--- src/rtl/clkdiv_pkg.sv ---
// Shared types and constants for the multi-channel programmable clock divider.
package clkdiv_pkg;

    localparam int NUM_CH_MAX = 16;
    localparam int DIV_W_DEF  = 16;

    typedef enum logic {
        IDLE = 1'b0,
        RUN  = 1'b1
    } clkdiv_state_t;

    // Holds DIV_W_DEF-bit fields; narrower DIV_W instances use the low bits.
    typedef struct packed {
        logic [DIV_W_DEF-1:0] div;
        logic [DIV_W_DEF-1:0] high;
    } clkdiv_cfg_t;

endpackage

--- src/rtl/clkdiv_chan.sv ---
// One divider channel: IDLE/RUN FSM, period counter, active and shadow
// settings, and registered clkout/tick outputs.
module clkdiv_chan
    import clkdiv_pkg::*;
#(
    parameter int DIV_W    = DIV_W_DEF,
    parameter int DEF_DIV  = 2,
    parameter int DEF_HIGH = 1
) (
    input  logic             clk,
    input  logic             reset_n,
    input  logic             en_i,
    input  logic             sync_i,
    input  logic             wr_i,
    input  logic [DIV_W-1:0] wr_div_i,
    input  logic [DIV_W-1:0] wr_high_i,
    output logic             clkout_o,
    output logic             tick_o,
    output logic             pend_o
);

    clkdiv_state_t    state_q, state_d;
    logic [DIV_W-1:0] cnt_q, cnt_d;
    clkdiv_cfg_t      act_q, act_d;
    clkdiv_cfg_t      shd_q, shd_d;
    logic             pend_q, pend_d;
    logic             clkout_q, clkout_d;
    logic             tick_q, tick_d;

    logic [DIV_W-1:0] eff_div;
    logic             last;
    logic             restart;

    always_comb begin
        state_d = state_q;
        cnt_d   = cnt_q;
        act_d   = act_q;
        shd_d   = shd_q;
        pend_d  = pend_q;
        restart = 1'b0;

        // A programmed period of zero behaves as a period of one.
        eff_div = (act_q.div[DIV_W-1:0] == '0) ? DIV_W'(1) : act_q.div[DIV_W-1:0];
        last    = (cnt_q == eff_div - DIV_W'(1));

        case (state_q)
            IDLE: begin
                cnt_d = '0;
                if (en_i) begin
                    state_d = RUN;
                    restart = 1'b1;
                end
            end
            RUN: begin
                if (sync_i || last) begin
                    restart = 1'b1;
                    if (!sync_i && !en_i) begin
                        state_d = IDLE;
                    end
                end else begin
                    cnt_d = cnt_q + DIV_W'(1);
                end
            end
            default: state_d = IDLE;
        endcase

        // Settings written before this edge take effect; a write on this edge waits.
        if (restart) begin
            cnt_d = '0;
            if (pend_q) begin
                act_d  = shd_q;
                pend_d = 1'b0;
            end
        end

        if (wr_i) begin
            shd_d.div  = DIV_W_DEF'(wr_div_i);
            shd_d.high = DIV_W_DEF'(wr_high_i);
            pend_d     = 1'b1;
        end

        clkout_d = (state_d == RUN) && (cnt_d < act_d.high[DIV_W-1:0]);
        tick_d   = (state_d == RUN) && (cnt_d == '0);
    end

    always_ff @(posedge clk or negedge reset_n) begin
        if (!reset_n) begin
            state_q    <= IDLE;
            cnt_q      <= '0;
            act_q.div  <= DIV_W_DEF'(DEF_DIV);
            act_q.high <= DIV_W_DEF'(DEF_HIGH);
            shd_q.div  <= DIV_W_DEF'(DEF_DIV);
            shd_q.high <= DIV_W_DEF'(DEF_HIGH);
            pend_q     <= 1'b0;
            clkout_q   <= 1'b0;
            tick_q     <= 1'b0;
        end else begin
            state_q  <= state_d;
            cnt_q    <= cnt_d;
            act_q    <= act_d;
            shd_q    <= shd_d;
            pend_q   <= pend_d;
            clkout_q <= clkout_d;
            tick_q   <= tick_d;
        end
    end

    assign clkout_o = clkout_q;
    assign tick_o   = tick_q;
    assign pend_o   = pend_q;

endmodule

--- src/rtl/multi_clkdiv.sv ---
// Multi-channel runtime-programmable clock divider: decodes configuration
// writes, broadcasts sync and instantiates one clkdiv_chan per channel.
module multi_clkdiv
    import clkdiv_pkg::*;
#(
    parameter int NUM_CH   = 4,
    parameter int DIV_W    = DIV_W_DEF,
    parameter int DEF_DIV  = 2,
    parameter int DEF_HIGH = 1,
    parameter int CH_W     = 2
) (
    input  logic              clk,
    input  logic              reset_n,
    input  logic [NUM_CH-1:0] en,
    input  logic              sync,
    input  logic              wr_en,
    input  logic [CH_W-1:0]   wr_ch,
    input  logic [DIV_W-1:0]  wr_div,
    input  logic [DIV_W-1:0]  wr_high,
    output logic [NUM_CH-1:0] clkout,
    output logic [NUM_CH-1:0] tick,
    output logic [NUM_CH-1:0] pend
);

    for (genvar i = 0; i < NUM_CH; i++) begin : g_ch
        logic wr_hit;

        // Channel numbers at or above NUM_CH match no instance and are dropped.
        assign wr_hit = wr_en && (32'(wr_ch) == i);

        clkdiv_chan #(
            .DIV_W    (DIV_W),
            .DEF_DIV  (DEF_DIV),
            .DEF_HIGH (DEF_HIGH)
        ) u_chan (
            .clk       (clk),
            .reset_n   (reset_n),
            .en_i      (en[i]),
            .sync_i    (sync),
            .wr_i      (wr_hit),
            .wr_div_i  (wr_div),
            .wr_high_i (wr_high),
            .clkout_o  (clkout[i]),
            .tick_o    (tick[i]),
            .pend_o    (pend[i])
        );
    end

endmodule

--- config.mk ---
export PLATFORM = sky130hd
export DESIGN_NAME = multi_clkdiv
export DESIGN_NICKNAME = d
export VERILOG_FILES = /design/src/rtl/clkdiv_pkg.sv /design/src/rtl/clkdiv_chan.sv /design/src/rtl/multi_clkdiv.sv
export SDC_FILE = /design/constraint.sdc
export NUM_CORES = 1
export LEC_CHECK = 0
export CORE_ASPECT_RATIO = 0.8
export CORE_MARGIN = 2
export CORE_UTILIZATION = 62
export CTS_CLUSTER_SIZE = 10
export DETAILED_ROUTE_END_ITERATION = 8
export PLACE_DENSITY = 0.8
export RECOVER_POWER = 50
export SYNTH_ARGS = -nofsm -noshare
export SYNTH_HDL_FRONTEND = slang
export SYNTH_SLANG_ARGS = --single-unit
--- constraint.sdc ---
create_clock -name clk -period 7.1 [get_ports clk]
set_clock_uncertainty 0.05 [all_clocks]
set_input_delay 1.42 -clock clk [delete_from_list [all_inputs] [get_ports clk]]
set_output_delay 1.42 -clock clk [all_outputs]
set_load 0.02 [all_outputs]
==> results.json, run 1 <==
{
  "yosysWarnings": 0,
  "synthSimpleGateAreaFrac_pct": 13.61,
  "grt_util_all_layers_pct": 28.61,
  "post_cts_resized": 0,
  "rsz0062_at_grt": "no",
  "drv_slew": 200,
  "synth_cell_types": 83,
  "die-area_mm2": 0.03005,
  "area.growth.synth_to_final_pct": 9.932,
  "regArea_mm2": 0.008428,
  "final_nets": 1741,
  "antenna_found_initial": 7,
  "postCtsSetupBuffers": 0,
  "synth_mux_area_share_pct": 15.47,
  "cts_buffers": 39,
  "cts_sinks": 336,
  "portBuffers": 53,
  "reg2reg_depth": 23,
  "fin_crit_ns": 6.270,
  "drc": 0,
  "cts_hold_buf": 0,
  "crit_path_start_kind": "register",
  "yosysSeqAreaShare_pct": 47.42,
  "fmax_ghz": 0.1595,
  "ys_ff_latch": 336,
  "reg2reg_from": "g_ch[0].u_chan.act_q[21]",
  "ir_drop_uv": 247.0,
  "relSlewSlack_pct": -243.1,
  "power_w": 0.006101,
  "synth_fa_ha_area_share_pct": 4.787,
  "grt_pass1_vias": 12490,
  "clkLatencyLatePin_ns": 0.54,
  "cp.required_ns": 7.47,
  "num-fill-cells": 2072,
  "cp-endpoint": "g_ch[0].u_chan.clkout_o",
  "synth-xor-area-share_pct": 6.110,
  "coreArea_mm2": 0.02821,
  "synth_top_family_by_area": "multiplexers",
  "async_flop_share_pct": 100.0,
  "grt_overflow": 0,
  "reg2reg_setup_slack_ns": 0.83,
  "power_density_mw_per_mm2": 312.2,
  "syn-cell-area_mm2": 0.01777,
  "cap_violations": 4,
  "routed_wl_mm": 42.20,
  "num_io_pins": 54,
  "p_leak_nw": 8.435,
  "final_hold_viol_count": 0,
  "wl_per_cell_um": 20.76,
  "rows": 55,
  "firstDrtPassIters": 5,
  "worstMarginPinSlew_ns": 5.146,
  "synthesis.nets": 1730,
  "fp.dieH_um": 155.4,
  "clock_path_buffers": 3,
  "ant_nets": 0,
  "worstSetupPathType": "register to register",
  "ys_top_cells_by_count": "dfrtp_1, mux2_2, nor2_1",
  "drive_above_1_share_pct": 15.90,
  "synth_edf_count": 0,
  "cp.arrival_ns": 6.64,
  "setup_violations": 0,
  "root_buffer": "clkbuf_16",
  "violations": "capacitance limit, slew limit",
  "synth_cells": 1620,
  "num_vias": 12520,
  "tns_ns": 0,
  "cts_tree": "built",
  "h-tree-depth": 2,
  "synth_compound_area_share_pct": 7.940,
  "dieWidth_um": 193.3,
  "synth_top_cell_by_area": "dfrtp_1",
  "cp_cell_sequence": "or3_1 > nor4_4 > a21oi_1 > ha_1 > or4b_4 > nor4_2 > or4b_2 > o211a_1 > o21bai_1 > o31ai_4 > buf_4 > and3b_2 > buf_4 > mux2_2 > inv_1 > ha_1 > nand4_1 > or2_2 > o221ai_1 > nor2_1 > o41ai_2 > a41o_1 > a21bo_1",
  "crit_path_top_delay_cell": "or4b_2",
  "avgSynthCellArea_um2": 10.97,
  "synth_top_area_share_pct": 45.05,
  "start_util_pct": 63.00,
  "clk_pin_slew_ns": 0.06,
  "endpoint_kind": "register",
  "finalCritPeriodShare_pct": 88.31,
  "grt_max_degree": 189,
  "yosys_most_used_dff": "dfrtp_1",
  "place_congestion": 0.9114,
  "synth_area_leaders": "dfrtp_1, mux2_2, ha_1",
  "worst_hold_path_type": "register to register",
  "dp_hpwl_mm": 28.91,
  "synth_most_common_cell": "dfrtp_1",
  "crit_path_max_incr_delay_ns": 0.61,
  "grt_pass1_wl_mm": 67.60,
  "multi_input_area_mm2": 0.008528,
  "worstReg2RegEnd": "g_ch[0].u_chan.clkout_o",
  "critPathLaunch": "g_ch[0].u_chan.act_q[21]",
  "vias_per_cell": 6.159,
  "drt-initial-drc-count": 985,
  "status": "finished with violations",
  "cp_max_fo": 20
}
[routing by layer]
metal | up-vias | track usage, % | share of wire, %
li1 | 5797 | - | -
met1 | 6237 | 40.79 | 45
met2 | 389 | 44.03 | 45
met3 | 98 | 5.203 | 6.8
met4 | 0 | 10.87 | 3.7
met5 | - | 0 | 0
[flip-flops by register name, indices dropped and copies added (netlist names)]
signal                flops
g_ch.u_chan.pend_o        4
g_ch.u_chan.clkout_o      4
g_ch.u_chan.act_q       128
g_ch.u_chan.shd_q       128
g_ch.u_chan.tick_o        4
g_ch.u_chan.state_q       4
g_ch.u_chan.cnt_q        64
[critical path, delay by kind of cell, from the launching register on]
kind            cells  cell delay [ns]
simple gates        9             2.88
compound gates      8             1.33
fa+ha+maj           2             0.37
buf+inv             3             0.71
flops               1             0.44
mux                 1             0.38
[kinds of logic after synthesis]
kind of cell | after synthesis
adders and majority gates | 68
xor gates and xnor gates | 124
DFF | 336
buffers and inverters | 186
AOI/OAI and AO/OA | 210
and+or+nand+nor | 445
muxes | 251
[worst min-delay path by stage]
stage          depth (start not counted)  slack (ns)                      from                        to
2_1_floorplan                          2        0.39  g_ch[2].u_chan.shd_q[20]  g_ch[2].u_chan.act_q[20]
3_3_place_gp                           2        0.41  g_ch[3].u_chan.shd_q[17]  g_ch[3].u_chan.act_q[17]
3_5_place_dp                           1        0.42  g_ch[3].u_chan.shd_q[24]  g_ch[3].u_chan.act_q[24]
4_1_cts                                2        0.43  g_ch[3].u_chan.shd_q[17]  g_ch[3].u_chan.act_q[17]
5_1_grt                                2        0.44  g_ch[3].u_chan.shd_q[17]  g_ch[3].u_chan.act_q[17]
6_report                               2        0.43  g_ch[3].u_chan.shd_q[17]  g_ch[3].u_chan.act_q[17]
[final cells by class]
class,instances,area share [%]
inverters,88,1.690
well taps,370,2.369
flip-flops and latches,336,43.13
diodes,3,0.03842
clock buffers,70,5.859
multi-input cells,1098,43.64
repair buffers,68,3.266
[cells in the final DEF (no fill, tap or decap), types with 10 or more instances in the layout]
cell,instances
ha_1,68
and3_1,16
xnor2_1,77
nand2_1,56
or4_1,10
dfrtp_1,320
o31ai_1,11
or3_1,15
a21oi_1,42
clkbuf_1,32
clkdlybuf4s50_1,51
nor4_1,20
mux2i_1,62
nand3_1,41
a21o_1,21
a31oi_1,23
xor2_1,47
buf_4,11
mux2_2,157
nor2b_1,14
nand4_1,35
nor2_1,122
inv_1,80
nor3_1,41
clkbuf_16,41
mux2_1,32
o21ai_0,49
dfstp_2,16
[through the flow]
stage | cells | hold WS (ns) | setup WS, ns | cell area [µm²] | utilization, %
detailed placement | 1960 | 0.4248 | 0.8372 | 18410 | 65.25
floorplan | 1620 | 0.3941 | 1.586 | 17770 | -
CTS | 2030 | 0.4348 | 0.8083 | 19560 | 69.31
global route | 2030 | 0.4377 | 0.3266 | 19530 | 69.23
finish | 2033 | 0.4318 | 0.8301 | 19540 | 69.26
global placement | 1960 | 0.4145 | 0.9919 | 18410 | 65.25
[where the power goes]
part / total, W / internal, W / switching, W / leakage [nW]
clock network: 0.00184 / 0.00108 / 0.000762 / 0.546
logic: 0.00149 / 0.000705 / 0.000784 / 3.80
registers: 0.00277 / 0.00238 / 0.000392 / 4.08
Note: power is estimated with default switching activity, not from simulation.
==> inputs of run 2 (changes only) <==
CORE_MARGIN = 10   (was 2)
==> run 2 against run 1 <==
The run still ends with capacitance limit, slew limit left. Die area increased by 19%. Via count decreased by 1.0%. First-iteration DRC count decreased by 4.2%. Cell area decreased by 0.12%. Sequential share of layout area about the same. Global-route usage decreased by 5.1 points. Wire length decreased by 0.42%. Hold slack improved by 0.00089 ns. Critical endpoint unchanged.
==> results.json, run 2 (synthesis results as in run 1) <==
{
  "crit_path_max_incr_delay_ns": 0.63,
  "finalCritPeriodShare_pct": 89.51,
  "cp_cell_sequence": "or3_1 > nor4_4 > a21oi_1 > ha_1 > or4b_4 > nor4_2 > or4b_2 > o211a_1 > o21bai_1 > o31ai_4 > buf_4 > and3b_2 > mux2i_1 > ha_1 > a21o_1 > a221o_1 > a21oi_1 > o221ai_1 > nor2_1 > o41ai_2 > a41o_1 > a21bo_1",
  "fin_crit_ns": 6.355,
  "coreArea_mm2": 0.02828,
  "cap_violations": 4,
  "crit_path_top_delay_cell": "and3b_2",
  "regArea_mm2": 0.008428,
  "grt_pass1_wl_mm": 67.75,
  "vias_per_cell": 6.110,
  "drive_above_1_share_pct": 15.88,
  "cp_num_buf_inv": 1,
  "placed_cell_area_mm2": 0.01841,
  "cp.arrival_ns": 6.78,
  "grt_max_degree": 166,
  "firstDrtPassIters": 5,
  "worstMarginPinSlew_ns": 4.682,
  "p_leak_nw": 8.430,
  "place_congestion": 0.8996,
  "clock_path_buffers": 3,
  "grt_pass1_vias": 12520,
  "ant_nets": 0,
  "setup_violations": 0,
  "dieWidth_um": 209.3,
  "status": "finished with violations",
  "ir_drop_uv": 264.8,
  "cts_tree": "built",
  "cts_sinks": 336,
  "final_common_cell": "dfrtp_1",
  "num_vias": 12390,
  "cts_hold_buf": 0,
  "h-tree-depth": 2,
  "cp_max_fo": 21,
  "relSlewSlack_pct": -212.2,
  "drv_slew": 191,
  "start_util_pct": 62.84,
  "fmax_ghz": 0.1574,
  "drc": 0,
  "antenna_found_initial": 6,
  "crit_family": "simple AND/OR/NAND/NOR gates",
  "endpoint_kind": "register",
  "routed_wl_mm": 42.03,
  "grt_util_all_layers_pct": 23.56,
  "clk_pin_slew_ns": 0.06,
  "postCtsSetupBuffers": 0,
  "post_cts_resized": 0,
  "final_hold_viol_count": 0,
  "num-fill-cells": 2073,
  "num_io_pins": 54,
  "drt-initial-drc-count": 944,
  "grt_overflow": 0,
  "area.growth.synth_to_final_pct": 9.806,
  "cp.required_ns": 7.52,
  "power_density_mw_per_mm2": 311.7,
  "clkLatencyLatePin_ns": 0.53,
  "final_nets": 1741,
  "rows": 55,
  "fp.dieH_um": 171.4,
  "worst_hold_path_type": "register to register",
  "cts_buffers": 39,
  "multi_input_area_mm2": 0.008523,
  "dp_hpwl_mm": 29.26,
  "die-area_mm2": 0.03588,
  "rsz0062_at_grt": "no",
  "reg_top3": "g_ch.u_chan.act_q: 128 flops, g_ch.u_chan.shd_q: 128 flops, g_ch.u_chan.cnt_q: 64 flops",
  "root_buffer": "clkbuf_16",
  "wl_per_cell_um": 20.72,
  "violations": "capacitance limit, slew limit",
  "tns_ns": 0,
  "crit_path_start_kind": "register",
  "design_area_mm2": 0.01952,
  "mostFrequentLayoutCells": "dfrtp_1, mux2_2, nor2_1, inv_1, xnor2_1",
  "portBuffers": 53,
  "worstSetupPathType": "register to register"
}
## run 2: metrics by stage
| step | hold slack [ns] | std cells | power [W] | worst slack (ns) | util, % |
|---|---|---|---|---|---|
| 2_1_floorplan | 0.3941 | 1620 | 0.003828 | 1.586 | - |
| 3_3_place_gp | 0.4131 | 1960 | 0.004173 | 0.9566 | 65.07 |
| 3_5_place_dp | 0.4191 | 1960 | 0.004261 | 0.7908 | 65.07 |
| 4_1_cts | 0.4363 | 2026 | 0.006116 | 0.7569 | 69.07 |
| 5_1_grt | 0.4597 | 2026 | 0.006436 | 0.2622 | 68.99 |
| 6_report | 0.4327 | 2028 | 0.006083 | 0.7450 | 69.01 |
## run 2: area by class of cell
cell class / instances / share of cell area (%)
Multi-Input combinational cell: 1098 / 43.67
Sequential cell: 336 / 43.18
Clock buffer: 66 / 5.789
Timing Repair Buffer: 68 / 3.269
Tap cell: 370 / 2.372
Inverter: 88 / 1.692
Antenna cell: 2 / 0.02564
## run 2: per-layer routing
layer	global-route usage [%]	wire length, µm	up-vias
met4	9.241	1535	2
li1	-	-	5772
met3	4.349	2747	79
met1	32.05	18930	6179
met2	36.79	18790	359
met5	0	20	-
## run 2: power by group
part	leakage [nW]	switching, W	internal, W	total, W
combinational	3.80	0.000786	0.000707	0.00149
clock	0.541	0.000755	0.00107	0.00183
sequential	4.08	0.000386	0.00238	0.00276
total	8.43	0.00193	0.00416	0.00608
## run 2: final timing paths
check,start,to,slack [ns],cells after the start
worst max-delay path,g_ch[0].u_chan.act_q[21],g_ch[0].u_chan.clkout_o,0.75,22
worst min-delay path,g_ch[2].u_chan.shd_q[17],g_ch[2].u_chan.act_q[17],0.43,2
worst max register to register,g_ch[0].u_chan.act_q[21],g_ch[0].u_chan.clkout_o,0.75,22
min in group asynchronous,reset_n,g_ch[3].u_chan.shd_q[16],2.50,1
max in group asynchronous,reset_n,g_ch[1].u_chan.act_q[31],1.35,2
worst min register to register,g_ch[2].u_chan.shd_q[17],g_ch[2].u_chan.act_q[17],0.43,2
## run 2: tightest hold or removal path, stage by stage, from the launching register on
cell and delay [ns]:
dfstp_2 0.36, nand2_1 0.04, o21ai_0 0.07
==> inputs of run 3 (changes only) <==
--- a/constraint.sdc
+++ b/constraint.sdc
@@ -3,3 +3,3 @@
 set_input_delay 1.42 -clock clk [delete_from_list [all_inputs] [get_ports clk]]
 set_output_delay 1.42 -clock clk [all_outputs]
-set_load 0.02 [all_outputs]
+set_load 0.05 [all_outputs]
==> results of run 3 <==
The final DEF is identical to that of run 2. Status: finished with violations: capacitance limit, slew limit.
Main changes from that run: total power 0.006083 W -> 0.006094 W
